--- config.mk ---
export PLATFORM = sky130hd
export DESIGN_NAME = fcs_check_arbiter
export DESIGN_NICKNAME = d
export VERILOG_FILES = /design/src/rtl/fcs_check_arbiter.sv
export SDC_FILE = /design/constraint.sdc
export NUM_CORES = 1
export LEC_CHECK = 0
export ABC_CLOCK_PERIOD_IN_PS = 3160
export CAP_MARGIN = 20
export CORE_AREA = 5 5 95 97
export DETAILED_ROUTE_END_ITERATION = 8
export DIE_AREA = 0 0 100 102
export GPL_TIMING_DRIVEN = 0
export PLACE_DENSITY_LB_ADDON = 0.05
export SETUP_SLACK_MARGIN = 0.1
export SLEW_MARGIN = 0
export SYNTH_ARGS = -nofsm -noshare
export SYNTH_HDL_FRONTEND = slang
export SYNTH_SLANG_ARGS = --single-unit
export TNS_END_PERCENT = 50
--- constraint.sdc ---
create_clock -name clk -period 3.16 [get_ports clk]
set_input_delay 0.632 -clock clk [delete_from_list [all_inputs] [get_ports clk]]
set_output_delay 0.632 -clock clk [all_outputs]
set_load 0.05 [all_outputs]
--- src/rtl/fcs_check_arbiter.sv ---
// Round-robin, frame-atomic sharing of one byte-wide FCS checker.
// A 4-byte delay line lets the first FCS byte be flagged with eof.
module fcs_check_arbiter #(
    parameter int NUM_PORTS     = 4,
    parameter int CHECK_LATENCY = 2,
    parameter int LEN_W         = 16
) (
    input  logic                         clk,
    input  logic                         reset,
    input  logic [NUM_PORTS-1:0]         in_valid,
    input  logic [8*NUM_PORTS-1:0]       in_data,
    input  logic [NUM_PORTS-1:0]         in_last,
    output logic [NUM_PORTS-1:0]         in_ready,
    output logic                         crc_start_of_frame,
    output logic                         crc_end_of_frame,
    output logic [7:0]                   crc_data_in,
    input  logic                         crc_fcs_error,
    output logic                         result_valid,
    output logic [$clog2(NUM_PORTS)-1:0] result_port,
    output logic                         result_fcs_error,
    output logic                         result_aborted,
    output logic [LEN_W-1:0]             result_length
);

    localparam int PW = $clog2(NUM_PORTS);
    localparam int CW = $clog2(CHECK_LATENCY + 4) + 1;

    typedef enum logic [2:0] {
        S_IDLE,
        S_FILL,
        S_STREAM,
        S_DRAIN,
        S_WAIT,
        S_REPORT,
        S_ABORT
    } state_t;

    state_t state, state_nxt;

    logic [PW-1:0]    ptr, gnt, rr_idx;
    logic             rr_found;
    logic [CW-1:0]    cnt, cnt_nxt;
    logic [LEN_W-1:0] len, len_nxt;
    logic [7:0]       s0, s1, s2, s3;
    logic [7:0]       cur_byte;
    logic             cur_valid, cur_last, accept, active;
    int               j;

    assign active    = (state == S_FILL) || (state == S_STREAM);
    assign cur_valid = in_valid[gnt];
    assign cur_last  = in_last[gnt];
    assign accept    = active && cur_valid;

    always_comb begin
        cur_byte = 8'h00;
        in_ready = '0;
        for (int p = 0; p < NUM_PORTS; p++) begin
            if (gnt == PW'(p)) begin
                cur_byte    = in_data[8*p +: 8];
                in_ready[p] = active;
            end
        end
    end

    // First requester at or after the pointer, searching upward with wrap.
    always_comb begin
        rr_found = 1'b0;
        rr_idx   = '0;
        j        = 0;
        for (int i = 0; i < NUM_PORTS; i++) begin
            j = int'(ptr) + i;
            if (j >= NUM_PORTS) j = j - NUM_PORTS;
            if (!rr_found && in_valid[j]) begin
                rr_found = 1'b1;
                rr_idx   = PW'(j);
            end
        end
    end

    always_comb begin
        len_nxt = len;
        if (accept && (len != {LEN_W{1'b1}})) len_nxt = len + 1'b1;
    end

    assign crc_data_in = (state == S_STREAM || state == S_DRAIN) ? s3 : 8'h00;

    always_comb begin
        state_nxt          = state;
        cnt_nxt            = cnt;
        crc_start_of_frame = 1'b0;
        crc_end_of_frame   = 1'b0;
        unique case (state)
            S_IDLE: begin
                if (rr_found) begin
                    state_nxt = S_FILL;
                    cnt_nxt   = '0;
                end
            end
            S_FILL: begin
                if (accept) begin
                    if (cur_last) begin
                        state_nxt = S_ABORT;
                    end else if (cnt == CW'(3)) begin
                        crc_start_of_frame = 1'b1;
                        state_nxt          = S_STREAM;
                        cnt_nxt            = '0;
                    end else begin
                        cnt_nxt = cnt + 1'b1;
                    end
                end else if (cnt != '0) begin
                    state_nxt = S_ABORT;
                end
            end
            // The checker has no valid qualifier, so a gap is fatal.
            S_STREAM: begin
                if (!cur_valid) begin
                    state_nxt = S_ABORT;
                end else if (cur_last) begin
                    state_nxt = S_DRAIN;
                    cnt_nxt   = '0;
                end
            end
            S_DRAIN: begin
                crc_end_of_frame = (cnt == '0);
                if (cnt == CW'(3)) begin
                    state_nxt = S_WAIT;
                    cnt_nxt   = '0;
                end else begin
                    cnt_nxt = cnt + 1'b1;
                end
            end
            S_WAIT: begin
                if (cnt == CW'(CHECK_LATENCY - 1)) state_nxt = S_REPORT;
                else cnt_nxt = cnt + 1'b1;
            end
            S_REPORT, S_ABORT: state_nxt = S_IDLE;
            default: state_nxt = S_IDLE;
        endcase
    end

    always_ff @(posedge clk or posedge reset) begin
        if (reset) begin
            state            <= S_IDLE;
            cnt              <= '0;
            ptr              <= '0;
            gnt              <= '0;
            len              <= '0;
            s0               <= 8'h00;
            s1               <= 8'h00;
            s2               <= 8'h00;
            s3               <= 8'h00;
            result_valid     <= 1'b0;
            result_port      <= '0;
            result_fcs_error <= 1'b0;
            result_aborted   <= 1'b0;
            result_length    <= '0;
        end else begin
            state <= state_nxt;
            cnt   <= cnt_nxt;
            if (state == S_IDLE && rr_found) begin
                gnt <= rr_idx;
                ptr <= (rr_idx == PW'(NUM_PORTS - 1)) ? '0 : rr_idx + 1'b1;
                len <= '0;
            end else begin
                len <= len_nxt;
            end
            if (accept) begin
                {s3, s2, s1, s0} <= {s2, s1, s0, cur_byte};
            end else if (state == S_DRAIN) begin
                {s3, s2, s1, s0} <= {s2, s1, s0, 8'h00};
            end
            result_valid <= 1'b0;
            if (state_nxt == S_ABORT) begin
                result_valid     <= 1'b1;
                result_port      <= gnt;
                result_aborted   <= 1'b1;
                result_fcs_error <= 1'b1;
                result_length    <= len_nxt;
            end else if (state_nxt == S_REPORT) begin
                result_valid     <= 1'b1;
                result_port      <= gnt;
                result_aborted   <= 1'b0;
                result_fcs_error <= crc_fcs_error;
                result_length    <= len_nxt;
            end
        end
    end

endmodule
==> impl_results.md <==
- Worst skew pair latency: approximately 360 ps
- Starting density of the core: 0.5063
- R2r startpoint: gnt[0]
- Crit Path Max Fanout: 7
- First-pass GRT wire length: 15480 µm
- Final Cycle Share: 0.9792
- Max H-tree Level: 3
- Element type at the critical path start: input pin
- Post-Syn Instances: 360
- ANT cells: 0
- P_leak: 2.168 nW
- Worst r2r dst: result_length[8]
- GR met3 Demand/Resource: 0.03345
- Pwr Density: between 1000 and 1500 nW/µm²
- # setup viols final: 0
- Vias/cell: between 5 and 6
- CTS Sinks: 80
- Cell area after layout: around 5200 µm²
- GRT Residual Overflow: 0
- Synth top area share: 0.4911
- Post-route minimum period: 3094 ps
- Fin Setup TNS: 0 ps
- Fraction of power spent switching nets: 0.4428
- Top Ports: between 70 and 80
- Async SR Flop Fraction: 1.000
- Outcome: finished clean
- Detailed Route WL: 9398 µm
- CP max-delay cell: mux4_2
- Synth area leader: dfrtp_1
- Fin nets: 498
- Antenna-violating nets left: 0
- Die Height: 102 µm
- Vias: 3151
- Max incr delay on CP: 570 ps
- CP cell instances: clkdlybuf4s50_1, mux4_2, nor2b_2, and3_1, clkdlybuf4s15_2
- Port Buf Inserts: 76
- GR Layer Usage met2: 0.3161
- DPL Wire Length: 7045 µm
- Die ar.: approximately 10000 µm²
- Unrepaired setup endpoints after global routing: yes
- Critical path capture point type: output port
- Hold path depth: 1
- Number of remaining DRC errors: 0
- Reg power frac: 0.301
- Clock Tree Buf Depth: 2
- Max IR drop VDD: 0.0004994 V
- CTS tree: done
- Fill count: approximately 650
- Worst-case reg-to-reg path depth: 9
- Busiest grt layer: met2
- Critical path class: input pin to output port
- Post-synth EDFFs: 0
- Largest cells by area after synthesis: dfrtp_1 (49%), mux2_2 (7.7%), mux4_2 (5.5%), a21oi_1 (3.8%), and2_1 (2.0%)
- Final Wtd Congestion: 0.8639
- Slew margin rel.: 0.5277
- Std-Cell Rows: 33
- Critical Path RT: approximately 2500 ps
- Gr usage total: 0.1938
- Internal power: just under 0.003 W
- Die Wd: 100 µm
- Average wire per standard cell: 16.75 µm
- Crit path depth: 5
- Slew @ Worst Pin: 703.0 ps
- Placement-stage cell area: ~5000 µm²
- Syn-to-layout area delta: 27.78%
- Netlist Area Pre-Place: 4076 µm²
- Crit path DAT: 2460 ps
- Clock power share: 0.136
- Part of the power in combinational logic: 0.563
- Max Fclk: 323.2 MHz
- Main flop type after synthesis: dfrtp_1
- First-pass DRT Iterations: 4
- Post-synthesis sequential area ratio: 0.4911
- Vias in the first global route: ~3k
- Number of synthesized register bits: 80
- Initial drt markers: roughly 110
- Hold wc startpoint: result_length[5]
- Ys Warns: 0
- Syn nets: slightly above 400
- Psw: 0.002332 W
- Final hold vios: 0
- TritonCTS buffer count: 9
- Critical Path Start: in_valid[2]
- Final Max Slew Viols: 0
- Reg2reg setup slack: 570 ps
- Clock skew: 12.71 ps
- GR met1 Demand/Resource: 0.2587
- Syn avg cell area: 11.32 µm²
- Initial antenna violation count: 0
- # Max-Cap Violations: 0
- Largest net degree at the start of global routing: 74
- Layout cell share with drive strength beyond 1: 0.1908
- Hold Buf Count CTS: 0
- CTS Root Cell: clkbuf_8
- Hold Crit Endpoint: result_length[5]
- CP delay by family, top: buffers and inverters
- Worst hold path class: flop to flop
- Core Area: just over 8000 µm²
- WP buf/inv: 2
- Clock transition at path regs: 90 ps
- Synth unique cells: 55
-- worst max path at each step --
| stage | to | slack, ps |
|---|---|---|
| 3_5_place_dp | crc_start_of_frame | -450 |
| 3_3_place_gp | cnt[0] | -830 |
| 4_1_cts | crc_start_of_frame | 7 |
| 6_report | crc_start_of_frame | 70 |
| 5_1_grt | crc_start_of_frame | 0.08 |
| 2_1_floorplan | async pin | 480 |
-- routing by layer --
| metal | wire, µm | share of wire | up-vias |
|---|---|---|---|
| li1 | - | - | 1530 |
| met1 | 4016 | 0.43 | 1525 |
| met2 | 4703 | 0.50 | 80 |
| met3 | 501 | 0.053 | 16 |
| met4 | 177 | 0.019 | 0 |
| met5 | 0 | 0 | - |
-- kinds of logic after synthesis --
kind of cell	count (synthesis)	synth area share
AO/OA/AOI/OAI	90	0.1461
AND/OR/NAND/NOR	105	0.1476
flip-flops	80	0.4911
adder cells (fa/ha/maj)	4	0.01228
XOR/XNOR	9	0.01934
multiplexers	44	0.1489
buffers and inverters	28	0.03468
-- synthesized netlist by cell type (2+ instances only) --
| master | n |
|---|---|
| mux2_1 | 5 |
| nor2b_1 | 5 |
| clkbuf_1 | 11 |
| buf_6 | 3 |
| mux4_2 | 10 |
| a221oi_1 | 2 |
| dfrtp_1 | 80 |
| nor3b_1 | 4 |
| nand4_1 | 6 |
| nor2_1 | 17 |
| a22oi_1 | 2 |
| nand2_1 | 16 |
| a211oi_1 | 3 |
| nand2b_1 | 8 |
| a21o_1 | 2 |
| a21oi_1 | 31 |
| o31ai_1 | 7 |
| buf_4 | 2 |
| nand3b_1 | 2 |
| mux2_2 | 28 |
| o21a_1 | 2 |
| nor3_1 | 3 |
| a22o_1 | 8 |
| ha_1 | 4 |
| buf_2 | 5 |
| a31oi_1 | 9 |
| xnor2_1 | 5 |
| or4_1 | 6 |
| nor4_1 | 3 |
| xor2_1 | 4 |
| and3_1 | 5 |
| o21ai_0 | 14 |
| and2_1 | 13 |
| buf_1 | 2 |
| and4_1 | 2 |
| inv_1 | 5 |
| nand3_1 | 8 |
-- timing repair --
action,4_1_cts,5_1_grt
cloned,0,0
setup buffers,0,3
endpoints found under the setup margin,13,10
resized for setup,29,5
-- registers in the layout, indices dropped and copies added (netlist names), 2 cells and up, named ones only --
name / flops
s0: 8
s1: 8
result_port: 2
result_length: 16
s3: 8
s2: 8
cnt: 4
gnt: 2
state: 3
len: 16
-- cell usage in the layout (no fill, tap or decap), types with 10 or more instances in the layout --
| cell type | Yosys | layout |
|---|---|---|
| dfrtp_1 | 80 | 80 |
| clkdlybuf4s50_1 | 0 | 66 |
| a21oi_1 | 31 | 31 |
| mux2_2 | 28 | 28 |
| nor2_1 | 17 | 17 |
| nand2_1 | 16 | 16 |
| o21ai_0 | 14 | 14 |
| and2_1 | 13 | 13 |
| mux4_2 | 10 | 10 |
| clkbuf_8 | 0 | 10 |
-- stage by stage --
stage / hold WS (ps) / std cells / setup slack [ps] / util / power, W
2_1_floorplan: 468.9 / 360 / 476.3 / - / 0.003731
3_3_place_gp: 463.9 / 541 / -827.1 / 0.6171 / 0.004496
3_5_place_dp: 471.7 / 542 / -448.1 / 0.6208 / 0.004552
4_1_cts: 494.0 / 558 / 7.002 / 0.6458 / 0.005283
5_1_grt: 505.0 / 561 / 0.08460 / 0.6469 / 0.005611
6_report: 491.2 / 561 / 65.76 / 0.6469 / 0.005267
-- cell type report --
cell class | count | area, µm² | area share
inverter | 5 | 21.27 | 0.004084
clock inverter | 6 | 51.30 | 0.009849
tap | 105 | 131.4 | 0.02522
sequential | 80 | 2002 | 0.3843
timing repair buffer | 80 | 803.3 | 0.1542
buffer | 23 | 126.4 | 0.02426
clock buffer | 10 | 137.6 | 0.02642
multi-input combinational | 252 | 1936 | 0.3716
-- power groups by stage --
| stage | clock network [W] | logic, W | registers (W) |
|---|---|---|---|
| finish | 0.000719 | 0.00296 | 0.00159 |
| global route | 0.000779 | 0.00320 | 0.00164 |
| CTS | 0.000741 | 0.00295 | 0.00159 |
| detailed placement | 0 | 0.00294 | 0.00161 |
| global placement | 0 | 0.00290 | 0.00159 |
| floorplan | 0 | 0.00176 | 0.00197 |
Note: power is estimated with default switching activity, not from simulation.
==> RTL change 1, RTL diff (same settings) <==
`CHECK_LATENCY`: 2 -> 4.
--- a/src/rtl/fcs_check_arbiter.sv
+++ b/src/rtl/fcs_check_arbiter.sv
@@ -3,5 +3,5 @@
 module fcs_check_arbiter #(
     parameter int NUM_PORTS     = 4,
-    parameter int CHECK_LATENCY = 2,
+    parameter int CHECK_LATENCY = 4,
     parameter int LEN_W         = 16
 ) (
Behaviour: same outputs for any inputs over 4 cycles, from zero or initial values and one cycle with reset high; that may be too few to reach the edited logic, so the function may still have changed.
==> RTL change 1 against the original RTL <==
- cell area is 1.4% higher
- setup slack improved by 0.043 ns
- total power shrank 2.6%
- clock power up 12%
- area after synthesis rose by 1.6%
- wire length rose by 4.1%
- sequential cell count did not move
- first-iteration DRC count is 19% higher
- critical path type unchanged
==> RTL change 1: results (changes against the original RTL) <==
* Cell variety after synth at 61 (+11%)
* Worst Setup SP: in_last[3]
* Outcome: complete, no violations
* Clock Tree Buf Depth at 2 (unchanged)
* Post-synth top cells: 80 x dfrtp_1, 35 x mux2_2, 27 x nand2_1
* Largest net degree at the start of global routing at 47 (-36%)
* Worst-path fanout max at 6 (-1)
* Detailed Route WL at 9779 um (+4.1%)
* GRT Total Usage at 20.55% (+1.2 points)
* Via count at 3264 (+3.6%)
* Post-CTS setup buffers at 0 (unchanged)
* WP data arrival at 2.42 ns (-0.04 ns)
* Hold_sp: s1[3]$_DFFE_PP0P_
* DP Area at 5074 um2 (+1.5%)
* Iter 0 DRT Violations at 136 (+19%)
* Fraction of layout cells with a size suffix above 1 at 18.56% (-0.52 points)
* Global-route wire length before repair at 16550 um (+7.0%)
* Wire length per cell at 17.37 um (+3.7%)
* Placed insts at 548 (+1.1%)
* Area contributors post-synth: dfrtp_1 48%, mux2_2 9.5%, mux4_2 4.4%
* Mapped Avg Cell Area at 11.35 um2 (+0.20%)
* Vias in the first global route at 3375 (+9.2%)
* Pre-CTS setup slack at -0.3067 ns (+0.1414 ns)
* Final Skew at 0.01952 ns (+0.006813 ns)
* P_leak at 2.369 nW (+9.3%)
* Worst vdd ir at 428.8 uV (-14%)
* Final HPWL DP at 7148 um (+1.5%)
* Measured slew at the worst slew-check pin at 0.8504 ns (+0.1474 ns)
RTL change 1: cell types whose count changed in the layout (fill, tap and decap cells not counted), moves of 7 or more:
cell | unedited run | this run
a21oi_1 | 31 | 13
nand2_1 | 16 | 27
nand3_1 | 8 | 19
and2_1 | 13 | 4
and3_1 | 5 | 14
dlygate4sd2_1 | 0 | 9
inv_1 | 4 | 13
o21ai_0 | 14 | 5
a211oi_1 | 3 | 11
a22o_1 | 8 | 0
mux2_2 | 28 | 35
RTL change 1: where the power goes:
group	internal, W	switching, W
clock network	0.000442	0.000363
registers	0.00135	0.000176
logic	0.00114	0.00166
RTL change 1: what timing repair did:
action	in CTS	in global routing
resized for setup	17	3
setup endpoints to repair	14	6
pin swaps	0	0
RTL change 1: per-layer routing:
metal	GRT usage, %	vias to the layer above	part of all wire [%]
met5	0	-	0
met4	6.528	0	1.1
met3	4.096	11	4.4
met2	34.94	70	50
met1	26.68	1642	44
li1	-	1541	-
RTL change 1: final cells by class:
| class | instances | area [um2] |
|---|---|---|
| flip-flops and latches | 80 | 2002 |
| fillers | 673 | 2768 |
| inverters | 16 | 72.57 |
| well taps | 105 | 131.4 |
| plain buffers | 18 | 102.6 |
| clock inverters | 5 | 82.58 |
| clock buffers | 10 | 127.6 |
| multi-input cells | 251 | 1968 |
| repair buffers | 78 | 797.0 |
RTL change 1: worst paths after layout:
| kind | end | slack [ns] | depth (start not counted) |
|---|---|---|---|
| max in group asynchronous | len[4]$_DFF_PP0_ | 1.92 | 3 |
| hold / removal | s2[3]$_DFFE_PP0P_ | 0.49 | 1 |
| min in group asynchronous | cnt[2]$_DFFE_PP0P_ | 0.64 | 2 |
| setup reg to reg | s3[3]$_DFFE_PP0P_ | 0.58 | 7 |
| hold reg to reg | s2[3]$_DFFE_PP0P_ | 0.49 | 1 |
| setup / recovery | crc_start_of_frame | 0.11 | 5 |
RTL change 1: cells by family (layout without fill, tap and decap cells):
logic type / count (synthesis) / after routing / synth area share, %
xor gates and xnor gates: 9 / 9 / 1.903
buffers and inverters: 34 / 127 / 4.139
muxes: 52 / 52 / 16.95
AOI/OAI and AO/OA: 64 / 64 / 11.06
and+or+nand+nor: 122 / 122 / 16.40
DFF: 80 / 80 / 48.34
adders and majority gates: 4 / 4 / 1.209
RTL change 1: worst max-delay path, stage by stage:
cell and delay (ns):
clkdlybuf4s50_1 0.40, mux4_2 0.58, nand2b_1 0.24, nor3_1 0.17
clkdlybuf4s15_2 0.40
==> RTL change 2, RTL diff (same flow settings) <==
Made on the original files. Encoding of `state_t`: now one-hot (7 bits for 7 states).
--- a/src/rtl/fcs_check_arbiter.sv
+++ b/src/rtl/fcs_check_arbiter.sv
@@ -26,12 +26,12 @@
     localparam int CW = $clog2(CHECK_LATENCY + 4) + 1;
 
-    typedef enum logic [2:0] {
-        S_IDLE,
-        S_FILL,
-        S_STREAM,
-        S_DRAIN,
-        S_WAIT,
-        S_REPORT,
-        S_ABORT
+    typedef enum logic [6:0] {
+        S_IDLE   = 7'b0000001,
+        S_FILL   = 7'b0000010,
+        S_STREAM = 7'b0000100,
+        S_DRAIN  = 7'b0001000,
+        S_WAIT   = 7'b0010000,
+        S_REPORT = 7'b0100000,
+        S_ABORT  = 7'b1000000
     } state_t;
 
Function: same outputs for any inputs over 4 cycles, from zero or initial values and one cycle with reset high; so few cycles prove little.
==> RTL change 2 against the original RTL <==
- largest cell class unchanged
- total power decreased by 8.9%
- setup slack improved by 0.090 ns
- core utilization increased by 3.0 points
- wire length increased by 7.6%
- clock skew decreased by 0.0014 ns
- area after synthesis increased by 5.9%
- sequential cell count increased by 4
- cell area increased by 4.7%
==> RTL change 2: results (changes against the original RTL) <==
* Outcome: complete, no violations
* Iter 0 DRT Violations at 126 (+11%)
* Slew margin rel. at 46.23% (-6.5 points)
* H-tree levels at 3 (unchanged)
* Sequential power share at 34.7% (+4.6 points)
* Global-route wire length before repair at 16640 um (+7.5%)
* HP Class: reg2reg
* CTS buffer count at 9 (unchanged)
* Clock root buffer: clkbuf_8
* Post-synth top cells: 83 x dfrtp_1, 36 x nor2_1, 28 x mux2_2
* P_leak at 2.293 nW (+5.8%)
* Reg2reg end: result_length[3]$_DFFE_PP0P_
* Final HPWL DP at 7378 um (+4.7%)
* Hold slack at 0.5067 ns (+0.01551 ns)
* Hold_sp: s3[2]$_DFFE_PP0P_
* Initial antenna violation count at 0 (unchanged)
* Reg2reg path depth at 7 (-2)
* Comb pwr at 0.00243 W (-18%)
* Hold Path Stages at 1 (unchanged)
* Fmax at 0.3329 GHz (+3.0%)
* WP data arrival at 2.37 ns (-0.09 ns)
* Worst-path fanout max at 10 (+3)
* Cell variety after synth at 59 (+7.3%)
* Slowest cell on crit path: or4_4
* Area contributors post-synth: dfrtp_1 48%, mux2_2 7.3%, mux4_2 5.2%
* Worst Setup SP: state[3]$_DFF_PP0_
* Detailed Route WL at 10110 um (+7.6%)
* Clock Tree Buf Depth at 2 (unchanged)
* Nets at 518 (+4.0%)
* Switch Pwr at 0.002033 W (-13%)
* Share of flip-flops with an asynchronous set or reset at 100.0% (unchanged)
* Largest net degree at the start of global routing at 58 (-22%)
* Vias in the first global route at 3317 (+7.3%)
* Final Skew at 0.01131 ns (-0.001400 ns)
* Clock Latency Late Sink at 0.35 ns
* DP Area at 5244 um2 (+4.9%)
* RD Place Congestion at 0.8938 (+3.5%)
* Diodes inserted at 0 (unchanged)
* Placed insts at 563 (+3.9%)
* Port bufs at 76 (unchanged)
* Combinational share of power at 50.6% (-5.7 points)
* Worst Hold Path EP: s3[2]$_DFFE_PP0P_
* Fin cells at 580 (+3.4%)
* Pre-CTS setup slack at -0.6037 ns (-0.1556 ns)
* Via/cell ratio at 5.767 (+2.7%)
* Ys Warns at 0 (unchanged)
* GRT Total Usage at 20.91% (+1.5 points)
* FF-to-FF setup slack at 0.30 ns (-0.27 ns)
* Syn nets at 428 (+5.2%)
* Worst path max stage delay at 0.55 ns (-0.02 ns)
* Fraction of layout cells with a size suffix above 1 at 22.74% (+3.7 points)
* Crit path capture: crc_start_of_frame
* Post-synthesis sequential area ratio at 48.74% (-0.37 points)
* Clock slew at reported path FFs at 0.09 ns (about the same)
* TritonCTS clock tree: yes
* DRT Pass-1 Iters at 4 (unchanged)
* Leading registers by flop count: len: 16 flops, result_length: 16 flops
* Synthesized instance count at 381 (+5.8%)
* Worst vdd ir at 448.8 uV (-10%)
==> RTL change 2: cell count changes after synthesis, moves of 8 or more <==
cell,delta
nor2_1,+19
a21oi_2,+12
nor3_1,+8
o21ai_0,-8
nor4_1,+9
a31oi_1,-8
a21oi_1,-23
nand2_1,-9
==> RTL change 2: logic make-up after synthesis <==
family	count (synthesis)	synth area share, %
xor+xnor	15	3.044
fa+ha+maj	4	1.160
flops	84	48.74
compound gates	68	12.64
buf+inv	35	3.827
simple gates	133	17.14
mux	42	13.45
==> RTL change 2: worst max-delay path, delay by kind of cell (launching register included) <==
| kind | cells | cell delay [ns] |
|---|---|---|
| buf+inv | 3 | 0.47 |
| flops | 1 | 0.39 |
| simple gates | 3 | 1.16 |
==> RTL change 2: final cells by class <==
| cell class | count | area, um2 |
|---|---|---|
| clock buffers | 10 | 137.6 |
| multi-input cells | 262 | 2077 |
| inverters | 11 | 43.79 |
| repair buffers | 79 | 797.0 |
| clock inverters | 5 | 37.54 |
| plain buffers | 24 | 126.4 |
| well taps | 105 | 131.4 |
| flip-flops and latches | 84 | 2103 |
| fillers | 658 | 2597 |
==> RTL change 2: timing repair <==
| action | in CTS | in global routing |
|---|---|---|
| endpoints found under the setup margin | 14 | 13 |
| setup buffers | 0 | 2 |
| hold buffers | 0 | 0 |
| pin swaps | 1 | 0 |
| gates resized for setup | 44 | 10 |
==> RTL change 2: per-layer routing <==
layer / vias up / GRT usage, % / wire length (um)
met5: - / 0 / 0
met4: 0 / 7.150 / 139
met3: 10 / 3.618 / 491
met2: 97 / 33.86 / 4851
met1: 1654 / 28.77 / 4630
li1: 1584 / - / -
